## config.mk

```make
export PLATFORM = sky130hd
export DESIGN_NAME = green_hv_sched_flat
export DESIGN_NICKNAME = d
export VERILOG_FILES = /design/src/rtl/green_hv_sched_if.sv /design/src/rtl/green_hv_sched.sv /design/src/flat_wrapper.sv
export SDC_FILE = /design/constraint.sdc
export NUM_CORES = 1
export LEC_CHECK = 0
export ABC_CLOCK_PERIOD_IN_PS = 9250
export CORE_MARGIN = 3
export CORE_UTILIZATION = 40
export DETAILED_ROUTE_END_ITERATION = 10
export GPL_ROUTABILITY_DRIVEN = 0
export PLACE_DENSITY = 0.7
export SLEW_MARGIN = 20
export SYNTH_ARGS = -nofsm -noshare
export SYNTH_HDL_FRONTEND = slang
export SYNTH_SLANG_ARGS = --single-unit
```

## constraint.sdc

```tcl
create_clock -name clk -period 9.25 [get_ports clk]
set_input_delay 1.85 -clock clk [delete_from_list [all_inputs] [get_ports clk]]
set_output_delay 1.85 -clock clk [all_outputs]
set_load 0.01 [all_outputs]
```

## src/rtl/green_hv_sched_if.sv

```systemverilog
// Bundle of request, datapath and result signals around green_hv_sched.
// slave: the scheduler side; master: requesters, datapath and consumers.
interface green_hv_sched_if #(
  parameter int DW = 12,
  parameter int OW = 14
);
  logic          h_valid;
  logic          h_ready;
  logic [DW-1:0] h_m2, h_m1, h_c, h_p1, h_p2;
  logic          v_valid;
  logic          v_ready;
  logic [DW-1:0] v_m2, v_m1, v_c, v_p1, v_p2;
  logic [DW-1:0] dp_m2, dp_m1, dp_c, dp_p1, dp_p2;
  logic          dp_valid;
  logic [OW-1:0] dp_out;
  logic          h_out_valid;
  logic [OW-1:0] h_out;
  logic          h_out_ready;
  logic          v_out_valid;
  logic [OW-1:0] v_out;
  logic          v_out_ready;

  modport slave (
    input  h_valid, h_m2, h_m1, h_c, h_p1, h_p2,
    output h_ready,
    input  v_valid, v_m2, v_m1, v_c, v_p1, v_p2,
    output v_ready,
    output dp_m2, dp_m1, dp_c, dp_p1, dp_p2, dp_valid,
    input  dp_out,
    output h_out_valid, h_out,
    input  h_out_ready,
    output v_out_valid, v_out,
    input  v_out_ready
  );

  modport master (
    output h_valid, h_m2, h_m1, h_c, h_p1, h_p2,
    input  h_ready,
    output v_valid, v_m2, v_m1, v_c, v_p1, v_p2,
    input  v_ready,
    input  dp_m2, dp_m1, dp_c, dp_p1, dp_p2, dp_valid,
    output dp_out,
    input  h_out_valid, h_out,
    output h_out_ready,
    input  v_out_valid, v_out,
    output v_out_ready
  );
endinterface

```

## src/rtl/green_hv_sched.sv

```systemverilog
// Shares one green_h_v interpolation datapath between H and V tap requesters.
// Round-robin grant, per-direction credits sized to the result FIFOs, and a
// tag pipeline that routes each datapath result into its direction's FIFO.
// Optional build macro GHV_STATS_EN adds saturating grant/stall counters.
//
// state | meaning
// RR_H  | last grant went to H; V wins the next tie
// RR_V  | last grant went to V (reset); H wins the next tie
module green_hv_sched #(
  parameter int DW         = 12,
  parameter int OW         = 14,
  parameter int DP_LAT     = 2,
  parameter int FIFO_DEPTH = 4
) (
  input logic clk,
  input logic rst,
  green_hv_sched_if.slave bus
`ifdef GHV_STATS_EN
  ,
  output logic [15:0] h_grant_cnt,
  output logic [15:0] v_grant_cnt,
  output logic [15:0] stall_cnt
`endif
);
  localparam int PW = (FIFO_DEPTH > 1) ? $clog2(FIFO_DEPTH) : 1;
  localparam int CW = $clog2(FIFO_DEPTH + 1);

  typedef enum logic {RR_H = 1'b0, RR_V = 1'b1} rr_t;
  rr_t rr_last, rr_next;

  // index 0 = H, index 1 = V throughout
  logic [1:0] req, credit, elig, grant, push, pop, out_rdy;
  logic [CW-1:0] infl [2];
  logic [CW-1:0] cnt [2];
  logic [PW-1:0] wp [2];
  logic [PW-1:0] rp [2];
  logic [OW-1:0] mem [2][FIFO_DEPTH];
  logic [DP_LAT-1:0] tag_vld, tag_dir;
  logic dp_dir;

  assign req     = {bus.v_valid, bus.h_valid};
  assign out_rdy = {bus.v_out_ready, bus.h_out_ready};
  assign elig    = req & credit;
  assign push    = {tag_vld[DP_LAT-1] & tag_dir[DP_LAT-1],
                    tag_vld[DP_LAT-1] & ~tag_dir[DP_LAT-1]};

  // credit from registered occupancy only; pops free space a cycle later
  always_comb begin
    credit = '0;
    pop    = '0;
    for (int d = 0; d < 2; d++) begin
      credit[d] = ((CW+1)'(infl[d]) + (CW+1)'(cnt[d])) < (CW+1)'(FIFO_DEPTH);
      pop[d]    = (cnt[d] != '0) & out_rdy[d];
    end
  end

  // round-robin pointer register
  always_ff @(posedge clk or posedge rst) begin
    if (rst) rr_last <= RR_V;
    else     rr_last <= rr_next;
  end

  // grant selection and pointer update
  always_comb begin
    grant   = '0;
    rr_next = rr_last;
    if (elig[0] && (!elig[1] || rr_last == RR_V)) begin
      grant[0] = 1'b1;
      rr_next  = RR_H;
    end else if (elig[1]) begin
      grant[1] = 1'b1;
      rr_next  = RR_V;
    end
  end

  assign bus.h_ready = grant[0];
  assign bus.v_ready = grant[1];

  // issue register: taps hold their last value when nothing is granted
  always_ff @(posedge clk or posedge rst) begin
    if (rst) begin
      bus.dp_m2    <= '0;
      bus.dp_m1    <= '0;
      bus.dp_c     <= '0;
      bus.dp_p1    <= '0;
      bus.dp_p2    <= '0;
      bus.dp_valid <= 1'b0;
      dp_dir       <= 1'b0;
    end else begin
      bus.dp_valid <= |grant;
      if (grant[0]) begin
        bus.dp_m2 <= bus.h_m2;
        bus.dp_m1 <= bus.h_m1;
        bus.dp_c  <= bus.h_c;
        bus.dp_p1 <= bus.h_p1;
        bus.dp_p2 <= bus.h_p2;
        dp_dir    <= 1'b0;
      end else if (grant[1]) begin
        bus.dp_m2 <= bus.v_m2;
        bus.dp_m1 <= bus.v_m1;
        bus.dp_c  <= bus.v_c;
        bus.dp_p1 <= bus.v_p1;
        bus.dp_p2 <= bus.v_p2;
        dp_dir    <= 1'b1;
      end
    end
  end

  // tag pipeline: last stage lines up with the cycle dp_out is valid
  always_ff @(posedge clk or posedge rst) begin
    if (rst) begin
      tag_vld <= '0;
      tag_dir <= '0;
    end else begin
      tag_vld[0] <= bus.dp_valid;
      tag_dir[0] <= dp_dir;
      for (int i = 1; i < DP_LAT; i++) begin
        tag_vld[i] <= tag_vld[i-1];
        tag_dir[i] <= tag_dir[i-1];
      end
    end
  end

  // in-flight counters and result FIFOs for both directions
  always_ff @(posedge clk or posedge rst) begin
    if (rst) begin
      for (int d = 0; d < 2; d++) begin
        infl[d] <= '0;
        cnt[d]  <= '0;
        wp[d]   <= '0;
        rp[d]   <= '0;
        for (int i = 0; i < FIFO_DEPTH; i++) mem[d][i] <= '0;
      end
    end else begin
      for (int d = 0; d < 2; d++) begin
        if (grant[d] && !push[d])      infl[d] <= infl[d] + 1'b1;
        else if (!grant[d] && push[d]) infl[d] <= infl[d] - 1'b1;
        if (push[d]) begin
          mem[d][wp[d]] <= bus.dp_out;
          wp[d]         <= wp[d] + 1'b1;
        end
        if (pop[d]) rp[d] <= rp[d] + 1'b1;
        if (push[d] && !pop[d])      cnt[d] <= cnt[d] + 1'b1;
        else if (!push[d] && pop[d]) cnt[d] <= cnt[d] - 1'b1;
      end
    end
  end

  assign bus.h_out_valid = (cnt[0] != '0);
  assign bus.h_out       = mem[0][rp[0]];
  assign bus.v_out_valid = (cnt[1] != '0);
  assign bus.v_out       = mem[1][rp[1]];

`ifdef GHV_STATS_EN
  // saturating grant and credit-stall counters
  always_ff @(posedge clk or posedge rst) begin
    if (rst) begin
      h_grant_cnt <= '0;
      v_grant_cnt <= '0;
      stall_cnt   <= '0;
    end else begin
      if (grant[0] && h_grant_cnt != 16'hFFFF) h_grant_cnt <= h_grant_cnt + 1'b1;
      if (grant[1] && v_grant_cnt != 16'hFFFF) v_grant_cnt <= v_grant_cnt + 1'b1;
      if ((|(req & ~credit)) && stall_cnt != 16'hFFFF) stall_cnt <= stall_cnt + 1'b1;
    end
  end
`endif
endmodule

```

## src/flat_wrapper.sv

```systemverilog
// flat-port wrapper written by rule: the top's interface ports become plain ports
module green_hv_sched_flat 
#(
  parameter int DW         = 12,
  parameter int OW         = 14,
  parameter int DP_LAT     = 2,
  parameter int FIFO_DEPTH = 4
)
  (clk, rst, bus_h_valid, bus_h_m2, bus_h_m1, bus_h_c, bus_h_p1, bus_h_p2, bus_h_ready, bus_v_valid, bus_v_m2, bus_v_m1, bus_v_c, bus_v_p1, bus_v_p2, bus_v_ready, bus_dp_m2, bus_dp_m1, bus_dp_c, bus_dp_p1, bus_dp_p2, bus_dp_valid, bus_dp_out, bus_h_out_valid, bus_h_out, bus_h_out_ready, bus_v_out_valid, bus_v_out, bus_v_out_ready);
  green_hv_sched_if #(.DW(DW), .OW(OW)) bus_i ();
  input logic clk;
  input logic rst;
  input wire logic [$bits(bus_i.h_valid)-1:0] bus_h_valid;
  input wire logic [$bits(bus_i.h_m2)-1:0] bus_h_m2;
  input wire logic [$bits(bus_i.h_m1)-1:0] bus_h_m1;
  input wire logic [$bits(bus_i.h_c)-1:0] bus_h_c;
  input wire logic [$bits(bus_i.h_p1)-1:0] bus_h_p1;
  input wire logic [$bits(bus_i.h_p2)-1:0] bus_h_p2;
  output wire logic [$bits(bus_i.h_ready)-1:0] bus_h_ready;
  input wire logic [$bits(bus_i.v_valid)-1:0] bus_v_valid;
  input wire logic [$bits(bus_i.v_m2)-1:0] bus_v_m2;
  input wire logic [$bits(bus_i.v_m1)-1:0] bus_v_m1;
  input wire logic [$bits(bus_i.v_c)-1:0] bus_v_c;
  input wire logic [$bits(bus_i.v_p1)-1:0] bus_v_p1;
  input wire logic [$bits(bus_i.v_p2)-1:0] bus_v_p2;
  output wire logic [$bits(bus_i.v_ready)-1:0] bus_v_ready;
  output wire logic [$bits(bus_i.dp_m2)-1:0] bus_dp_m2;
  output wire logic [$bits(bus_i.dp_m1)-1:0] bus_dp_m1;
  output wire logic [$bits(bus_i.dp_c)-1:0] bus_dp_c;
  output wire logic [$bits(bus_i.dp_p1)-1:0] bus_dp_p1;
  output wire logic [$bits(bus_i.dp_p2)-1:0] bus_dp_p2;
  output wire logic [$bits(bus_i.dp_valid)-1:0] bus_dp_valid;
  input wire logic [$bits(bus_i.dp_out)-1:0] bus_dp_out;
  output wire logic [$bits(bus_i.h_out_valid)-1:0] bus_h_out_valid;
  output wire logic [$bits(bus_i.h_out)-1:0] bus_h_out;
  input wire logic [$bits(bus_i.h_out_ready)-1:0] bus_h_out_ready;
  output wire logic [$bits(bus_i.v_out_valid)-1:0] bus_v_out_valid;
  output wire logic [$bits(bus_i.v_out)-1:0] bus_v_out;
  input wire logic [$bits(bus_i.v_out_ready)-1:0] bus_v_out_ready;
  assign bus_i.h_valid = bus_h_valid;
  assign bus_i.h_m2 = bus_h_m2;
  assign bus_i.h_m1 = bus_h_m1;
  assign bus_i.h_c = bus_h_c;
  assign bus_i.h_p1 = bus_h_p1;
  assign bus_i.h_p2 = bus_h_p2;
  assign bus_h_ready = bus_i.h_ready;
  assign bus_i.v_valid = bus_v_valid;
  assign bus_i.v_m2 = bus_v_m2;
  assign bus_i.v_m1 = bus_v_m1;
  assign bus_i.v_c = bus_v_c;
  assign bus_i.v_p1 = bus_v_p1;
  assign bus_i.v_p2 = bus_v_p2;
  assign bus_v_ready = bus_i.v_ready;
  assign bus_dp_m2 = bus_i.dp_m2;
  assign bus_dp_m1 = bus_i.dp_m1;
  assign bus_dp_c = bus_i.dp_c;
  assign bus_dp_p1 = bus_i.dp_p1;
  assign bus_dp_p2 = bus_i.dp_p2;
  assign bus_dp_valid = bus_i.dp_valid;
  assign bus_i.dp_out = bus_dp_out;
  assign bus_h_out_valid = bus_i.h_out_valid;
  assign bus_h_out = bus_i.h_out;
  assign bus_i.h_out_ready = bus_h_out_ready;
  assign bus_v_out_valid = bus_i.v_out_valid;
  assign bus_v_out = bus_i.v_out;
  assign bus_i.v_out_ready = bus_v_out_ready;
  green_hv_sched #(.DW(DW), .OW(OW), .DP_LAT(DP_LAT), .FIFO_DEPTH(FIFO_DEPTH)) u_core (.clk(clk), .rst(rst), .bus(bus_i));
endmodule
```

Word level (Yosys, flattened, before mapping)
Index checks and enable logic that the tools add are counted.
W data, S select, Z words.
Operators by class
  $lt $le $gt $ge: 8
  bitwise gates (word level): 10
  mux-type cells: 37
  reductions and logical operators: 28
  $add $sub $neg: 14
Operator list (count)
  $mux W12: 10
  $bwmux W56: 2
  $mux W14: 6
  $bmux W14 S2: 2
  $demux W14 S2: 2
  $mux W3: 8
  $add A3 B1 Y3 const B: 4
  $ge A3 B3 Y1 const B: 4
  $not A2 Y3: 4
  $reduce_bool A2 Y1: 6
  $sub A3 B1 Y3 const B: 4
  $logic_and A1 B1 Y1: 11
  $add A2 B1 Y2 const B: 4
  $add A3 B3 Y4: 2
  $lt A4 B3 Y1 const B: 2
  $logic_not A1 Y1: 7
  $mux W1: 7
  $lt A3 B1 Y1 const B: 2
  $reduce_bool A3 Y1: 2
  $and A1 B1 Y1: 4
  $and A2 B2 Y2: 1
  $reduce_or A2 Y1: 1
  $logic_or A1 B1 Y1: 1
  $not A1 Y1: 1
Storage, ports and cells
  logic and storage cells: 123
  flip-flop bits (word level): 199
  input port bits: 140
  output and inout port bits: 93

Longest topological paths before layout
  depth after elaboration: 11
  depth in mapped cells: 12
  depth with buffers taken out: 10

Worst setup path after synthesis
No wires, ideal clock.
  path kind: input -> output
  start point: in bus_h_valid
  end point: out bus_h_ready
  arrival: 2.875 ns
  cell stages on the path: 5
  setup slack: 4.525 ns
  path through: or4b_4 -> nor2_1 -> o21a_1 -> buf_2 -> buf_2
Between the ends
  longest elaborated chain between the ends: 3
RTL lines
  from (decl): line flat_wrapper.sv:13  | input wire logic [$bits(bus_i.h_valid)-1:0] bus_h_valid;
  $and A2 B2 Y2: line green_hv_sched.sv:43  | assign elig = req & credit;
  $logic_and A1 B1 Y1: line green_hv_sched.sv:67  | if (elig[0] && (!elig[1] || rr_last == RR_V)) begin
  $mux W1: line green_hv_sched.sv:67
  to (decl): line flat_wrapper.sv:19  | output wire logic [$bits(bus_i.h_ready)-1:0] bus_h_ready;
Every way passes these cells.

Final worst setup path
Ends and elaborated chain as after synthesis.

==> metrics <==
dominant synthesized flop cell=dfrtp_1; max-slew violation count=0; Mapped Area=0.00878 mm^2; beginning of the critical path=bus_h_valid; clk slew on worst S/H paths=0.07 ns; initial antenna violation count=5; largest net degree at the start of global routing=141; die area=0.0238 mm^2; setup ws final=3.10 ns; height of the die=154 um; syn_area_per_cell=15.0 um^2; unrepaired setup endpoints after global routing=no; H-tree Lvls=4; post-synthesis register bit count=199; CTS tree=built; post-cts hold buffer count=0; Setup crit end=bus_h_ready; Setup Buffers After CTS=0; post-synth top area share=56.5%; vias=5823; pre-CTS setup slack=3.09 ns; CP max FO=62; drc violations=0; setup_tns=0 ns; MaxCap Viol Count=0; critical path data arrival time=4.30 ns; Area growth, synth to finish=36.1%; Lkg Pwr=4.94 nW; core area=0.0213 mm^2; Min Clock Period, post-route=6.15 ns; worst-margin pin slew=0.986 ns; Fillers=1692; Clock Skew=0.0109 ns; Hold Crit Class=reg -> reg; Yosys cell types=31; reg2reg end=u_core.infl[5]; share of cells above drive strength 1=23.1%; CP max-delay cell=clkdlybuf4s50_1; warnings from Yosys=0; num ports=233; Peak Freq=163 MHz; number of global-route vias before repair=6610; initial core utilization=41.2%; fin crit share=66.5%; Critical Setup Path Class=in -> out; ys async rst share=100%; CP dominant cell by count=clkdlybuf4s50_1; width of the die=154 um; Hold Violations, Final=0; Worst EP required=7.40 ns; wire per inst=21.0 um; Pwr Density=295 mW/mm^2; Hold WS=0.355 ns; grt ovf=0; R2R depth=11; register area share after synthesis=56.7%; fin util=56.1%; Area contributors post-synth=dfrtp_1, mux2_2, mux4_2; EDFF count, synth=0; Worst path max stage delay=0.66 ns; TritonRoute pass-1 iters=4; count leader, synth=dfrtp_1; first-pass GRT wire length=36400 um; # nets final=965; Commonest cells post-synth=dfrtp_1, mux2_2, a221o_1, and2_1, mux4_2; post-route ant nets=0; CP Launch Type=input port; clock sink total=199; CTS resizes=0; Clock Path Buffers=2; # rows=53; CP endpoint kind=output pin; CTS buffer count=17; All-Layer GR Usage=19.3%; latest clock arrival within the worst-skew pair=0.42 ns; PortBufs=232; clk root buf=clkbuf_16; hpwl dp=16300 um; outcome=complete, no violations; leading area contributor after synthesis=dfrtp_1; drt total wl=23000 um; FF-to-FF setup slack=5.93 ns; Max VDD drop=0.163 mV; routed vias/inst=5.31; crit path cell chain=clkdlybuf4s50_1 > or4b_4 > nor2_1 > o21a_2 > buf_4 > clkdlybuf4s50_1; synthesized net count=744; RR Startpoint=u_core.cnt[5]; number of DRC markers in iteration 0=286; final count of negative-setup-slack endpoints=0; worst rel slew slack=34.3%; Synth Instances=584
==> through the flow <==
stage | instance area, um^2 | total power [W] | std cells
final | 11900 | 0.00353 | 1097
after detailed placement | 11300 | 0.00279 | 1061
after floorplan | 8780 | 0.00211 | 584
after CTS | 11900 | 0.00357 | 1092
after global routing | 11900 | 0.00372 | 1097
after global placement | 11300 | 0.00272 | 1060
==> registers in the layout, summed over array words and instances, names as in the netlist <==
signal	count
u_core.tag_vld	2
u_core.bus.dp_m2	12
u_core.wp	4
u_core.mem	112
u_core.bus.dp_m1	12
u_core.cnt	6
u_core.bus.dp_p1	12
u_core.bus.dp_c	12
u_core.rr_last	1
u_core.infl	6
u_core.dp_dir	1
u_core.rp	4
u_core.bus.dp_valid	1
u_core.bus.dp_p2	12
u_core.tag_dir	2
==> final cells by class <==
cell class / instances / area [um^2] / share of cell area (%)
Sequential cell: 199 / 4980 / 41.7
Clock inverter: 12 / 150 / 1.26
Tap cell: 275 / 344 / 2.88
Timing Repair Buffer: 236 / 2370 / 19.9
Multi-Input combinational cell: 338 / 3580 / 29.9
Inverter: 13 / 56.3 / 0.471
Antenna cell: 5 / 12.5 / 0.105
Clock buffer: 19 / 453 / 3.79
==> worst max-delay path, delay by kind of cell <==
kind / cells / cell delay [ns]
buffers and inverters: 3 / 1.63
AO/OA/AOI/OAI: 1 / 0.14
AND/OR/NAND/NOR: 2 / 0.65
==> layout by cell type, fill, tap and decap left out, drive strengths merged <==
cell type      netlist  final
nand2               14     14
clkinv               1      6
a21o                 1      1
nor3                 1      1
ha                  16     16
nor2                 6      6
or4b                 1      1
buf                 28      4
clkbuf               6     19
a2bb2oi              1      1
fa                   4      4
dfrtp              198    198
and3                 1      1
nor2b                1      1
and2                60     60
xor2                 8      8
a221o               60     60
mux4                28     28
nand3                3      3
diode                0      5
dfstp                1      1
bufinv               0      3
o21a                 1      1
clkinvlp             0      3
a21oi                1      1
mux2               116    116
xnor2               10     10
o21ai                2      2
clkdlybuf4s50        0    232
or3                  2      2
nor4b                1      1
inv                 12     13
==> power breakdown <==
group	leakage [nW]	internal, W	switching, W
logic	2.26	0.000861	0.000546
clock network	0.291	0.000438	0.000317
registers	2.38	0.00117	0.000199
total	4.94	0.00247	0.00106
==> routing by layer <==
layer | wire length (um) | vias to the layer above | GRT usage, %
li1 | - | 2595 | -
met1 | 9200 | 3013 | 23.6
met2 | 12000 | 198 | 33.6
met3 | 1460 | 17 | 5.91
met4 | 289 | 0 | 4.92
met5 | 0 | - | 0
==> kinds of logic after synthesis <==
group	after synthesis	synth area share (%)
DFF	199	56.7
AOI/OAI and AO/OA	66	7.28
muxes	144	22.1
and+or+nand+nor	90	6.13
adders and majority gates	20	3.19
xor gates and xnor gates	18	1.80
buffers and inverters	47	2.78
==> worst min path at each step <==
stage,from,to,cells past startpoint
after floorplan,u_core.tag_dir[0],u_core.tag_dir[1],0
after global placement,u_core.tag_vld[0],u_core.tag_vld[1],0
after detailed placement,u_core.tag_dir[0],u_core.tag_dir[1],0
after CTS,u_core.tag_dir[0],u_core.tag_dir[1],0
after global routing,u_core.tag_dir[0],u_core.tag_dir[1],0
final,u_core.tag_dir[0],u_core.tag_dir[1],0
Power figures use the tool's default switching activity.
==> patch (same settings) <==
`OW` is set to 14 in 3 places; all go to 7.
--- a/src/rtl/green_hv_sched_if.sv
+++ b/src/rtl/green_hv_sched_if.sv
@@ -2,7 +2,7 @@
 // slave: the scheduler side; master: requesters, datapath and consumers.
 interface green_hv_sched_if #(
   parameter int DW = 12,
-  parameter int OW = 14
+  parameter int OW = 7
 );
   logic          h_valid;
   logic          h_ready;
--- a/src/rtl/green_hv_sched.sv
+++ b/src/rtl/green_hv_sched.sv
@@ -8,7 +8,7 @@
 // RR_V  | last grant went to V (reset); H wins the next tie
 module green_hv_sched #(
   parameter int DW         = 12,
-  parameter int OW         = 14,
+  parameter int OW         = 7,
   parameter int DP_LAT     = 2,
   parameter int FIFO_DEPTH = 4
 ) (
--- a/src/flat_wrapper.sv
+++ b/src/flat_wrapper.sv
@@ -2,7 +2,7 @@
 module green_hv_sched_flat 
 #(
   parameter int DW         = 12,
-  parameter int OW         = 14,
+  parameter int OW         = 7,
   parameter int DP_LAT     = 2,
   parameter int FIFO_DEPTH = 4
 )
Interface: changed (resized bus_dp_out, bus_h_out and bus_v_out); port bits go from 233 to 212. The function was not compared with the original's and may differ.
==> patch against the unedited design <==
Non-clock buffer count fell by 21. Worst setup slack improved by 0.58 ns. First-iteration DRC count down 33%. Combinational power down 19%. Power fell by 21%. Routed wire length fell by 25%. Sequential cell count decreased by 56. Area after synthesis down 26%. Design area shrank 22%. Clock power is 13% lower. Largest power group unchanged.
==> patch: results (changes against the unedited design) <==
| Metric | Value |
|---|---|
| Outcome | `completed (unchanged)` |
| Top delay family on crit path | `buffers and inverters (unchanged)` |
| Drt first pass iters | `4 (unchanged)` |
| Vias per std cell | `5.10 (was 5.31)` |
| Final nets | `810 (was 965)` |
| Largest net degree at the start of global routing | `87 (was 141)` |
| Largest register FFs | `56 (was 112)` |
| Flop2flop setup slack | `5.79 ns (was 5.93 ns)` |
| Total setup buffers inserted after CTS | `0 (unchanged)` |
| Vias in the first global route | `4989 (was 6610)` |
| First-pass GRT wire length | `26.8 mm (was 36.4 mm)` |
| Top post-synthesis cells by area | `dfrtp_1 (55%), mux2_2 (10%), a221o_1 (9.1%) (was dfrtp_1 (56%), mux2_2 (15%), mux4_2 (7.2%))` |
| 1st-iter DRT viols | `193 (was 286)` |
| Antenna violations before repair | `1 (was 5)` |
| Antenna fix cells | `0 (was 5)` |
| Drt wl/cell | `19.6 um (was 21.0 um)` |
| Synth cell types | `32 (was 31)` |
| Sequential fraction of the synthesis area | `0.551 (was 0.567)` |
| CP max FO | `3 (was 62)` |
| Leakage | `3.88 nW (was 4.94 nW)` |
| Maximum clock frequency | `0.180 GHz (was 0.163 GHz)` |
| Worst EP arrival | `3.71 ns (was 4.30 ns)` |
| Warnings, synthesis | `0 (unchanged)` |
| Syn nets | `600 (was 744)` |
| Hpwl dp | `12.5 mm (was 16.3 mm)` |
| Synth async-reset ratio | `1.00 (unchanged)` |
| PostCTS Resize Cnt | `0 (unchanged)` |
| I/O Buffers | `211 (was 232)` |
| Worst Setup SP | `bus_h_valid (unchanged)` |
| Setup_tns | `0 ns (unchanged)` |
| VDD IR max | `0.154 mV (was 0.163 mV)` |
| Layout filler cell count | `1237 (was 1692)` |
| Tot GR Track Use | `0.194 (was 0.193)` |
| Worst-Margin Slew | `0.776 ns (was 0.986 ns)` |
| Skew-Pair Late Insertion Delay | `0.41 ns` |
| CTS Buf Count | `17 (unchanged)` |
| Hold_sp | `u_core.tag_vld[0] (was u_core.tag_dir[0])` |
| Root buffer cell | `clkbuf_16 (unchanged)` |
| FF-to-FF Start | `u_core.cnt[5] (unchanged)` |
| Layout cells sized above 1 | `0.179 (was 0.231)` |
| Worst Skew | `0.0105 ns (was 0.0109 ns)` |
| Worst hold path class | `flop to flop (unchanged)` |
| Main flop type after synthesis | `dfrtp_1 (unchanged)` |
| Max incr delay on CP | `0.58 ns (was 0.66 ns)` |
| Post-synth top cells | `dfrtp_1 (142), mux2_2 (60), a221o_1 (59), and2_1 (59), buf_6 (18) (was dfrtp_1 (198), mux2_2 (116), a221o_1 (60), and2_1 (60), mux4_2 (28))` |
| Clock transition at the registers of the reported paths | `0.06 ns` |
| Pre-CTS WS | `3.68 ns (was 3.09 ns)` |
| Critical-path top delay cell | `clkdlybuf4s50_1 (unchanged)` |
-- patch: worst paths after layout --
| path | endpoint | cells past startpoint |
|---|---|---|
| worst max-delay path | bus_h_ready | 5 |
| worst min-delay path | u_core.tag_vld[1] | 0 |
| worst max register to register | u_core.infl[5] | 11 |
| worst min register to register | u_core.tag_vld[1] | 0 |
| max in group asynchronous | u_core.mem[35] | 3 |
| min in group asynchronous | u_core.bus.dp_p1[9] | 2 |
-- patch: cells by family after synthesis --
logic type,count (synthesis),share of synthesized area
flip-flops,143,0.551
AND/OR/NAND/NOR,88,0.0820
multiplexers,74,0.153
AO/OA/AOI/OAI,68,0.105
buffers and inverters,36,0.0422
adder cells (fa/ha/maj),20,0.0431
XOR/XNOR,18,0.0243
-- patch: stage by stage --
stage,std cells,instance area [um^2],hold slack (ns),utilization
finish,881,9280,0.348,0.597
global route,881,9280,0.353,0.597
CTS,881,9270,0.351,0.597
detailed placement,849,8700,0.337,0.560
global placement,848,8670,0.335,0.558
floorplan,447,6500,0.331,-
-- patch: layout make-up --
type,instances,area (um^2),area share
clock buffer,21,460,0.0496
timing repair buffer,215,2170,0.233
tap,211,264,0.0285
clock inverter,11,114,0.0123
sequential,143,3580,0.386
multi-input combinational,268,2640,0.285
inverter,12,50.0,0.00539
-- patch: power by group --
| part | switching, mW | internal (mW) | leakage [nW] |
|---|---|---|---|
| Clock | 0.252 | 0.409 | 0.283 |
| Sequential | 0.143 | 0.852 | 1.73 |
| Combinational | 0.447 | 0.697 | 1.86 |
| Total | 0.841 | 1.96 | 3.88 |
-- patch: layer usage --
metal | track usage | vias up | share of wire
met5 | 0 | - | 0.00075
met4 | 0.0629 | 2 | 0.019
met3 | 0.0831 | 23 | 0.082
met2 | 0.328 | 155 | 0.50
met1 | 0.223 | 2240 | 0.40
li1 | - | 2071 | -
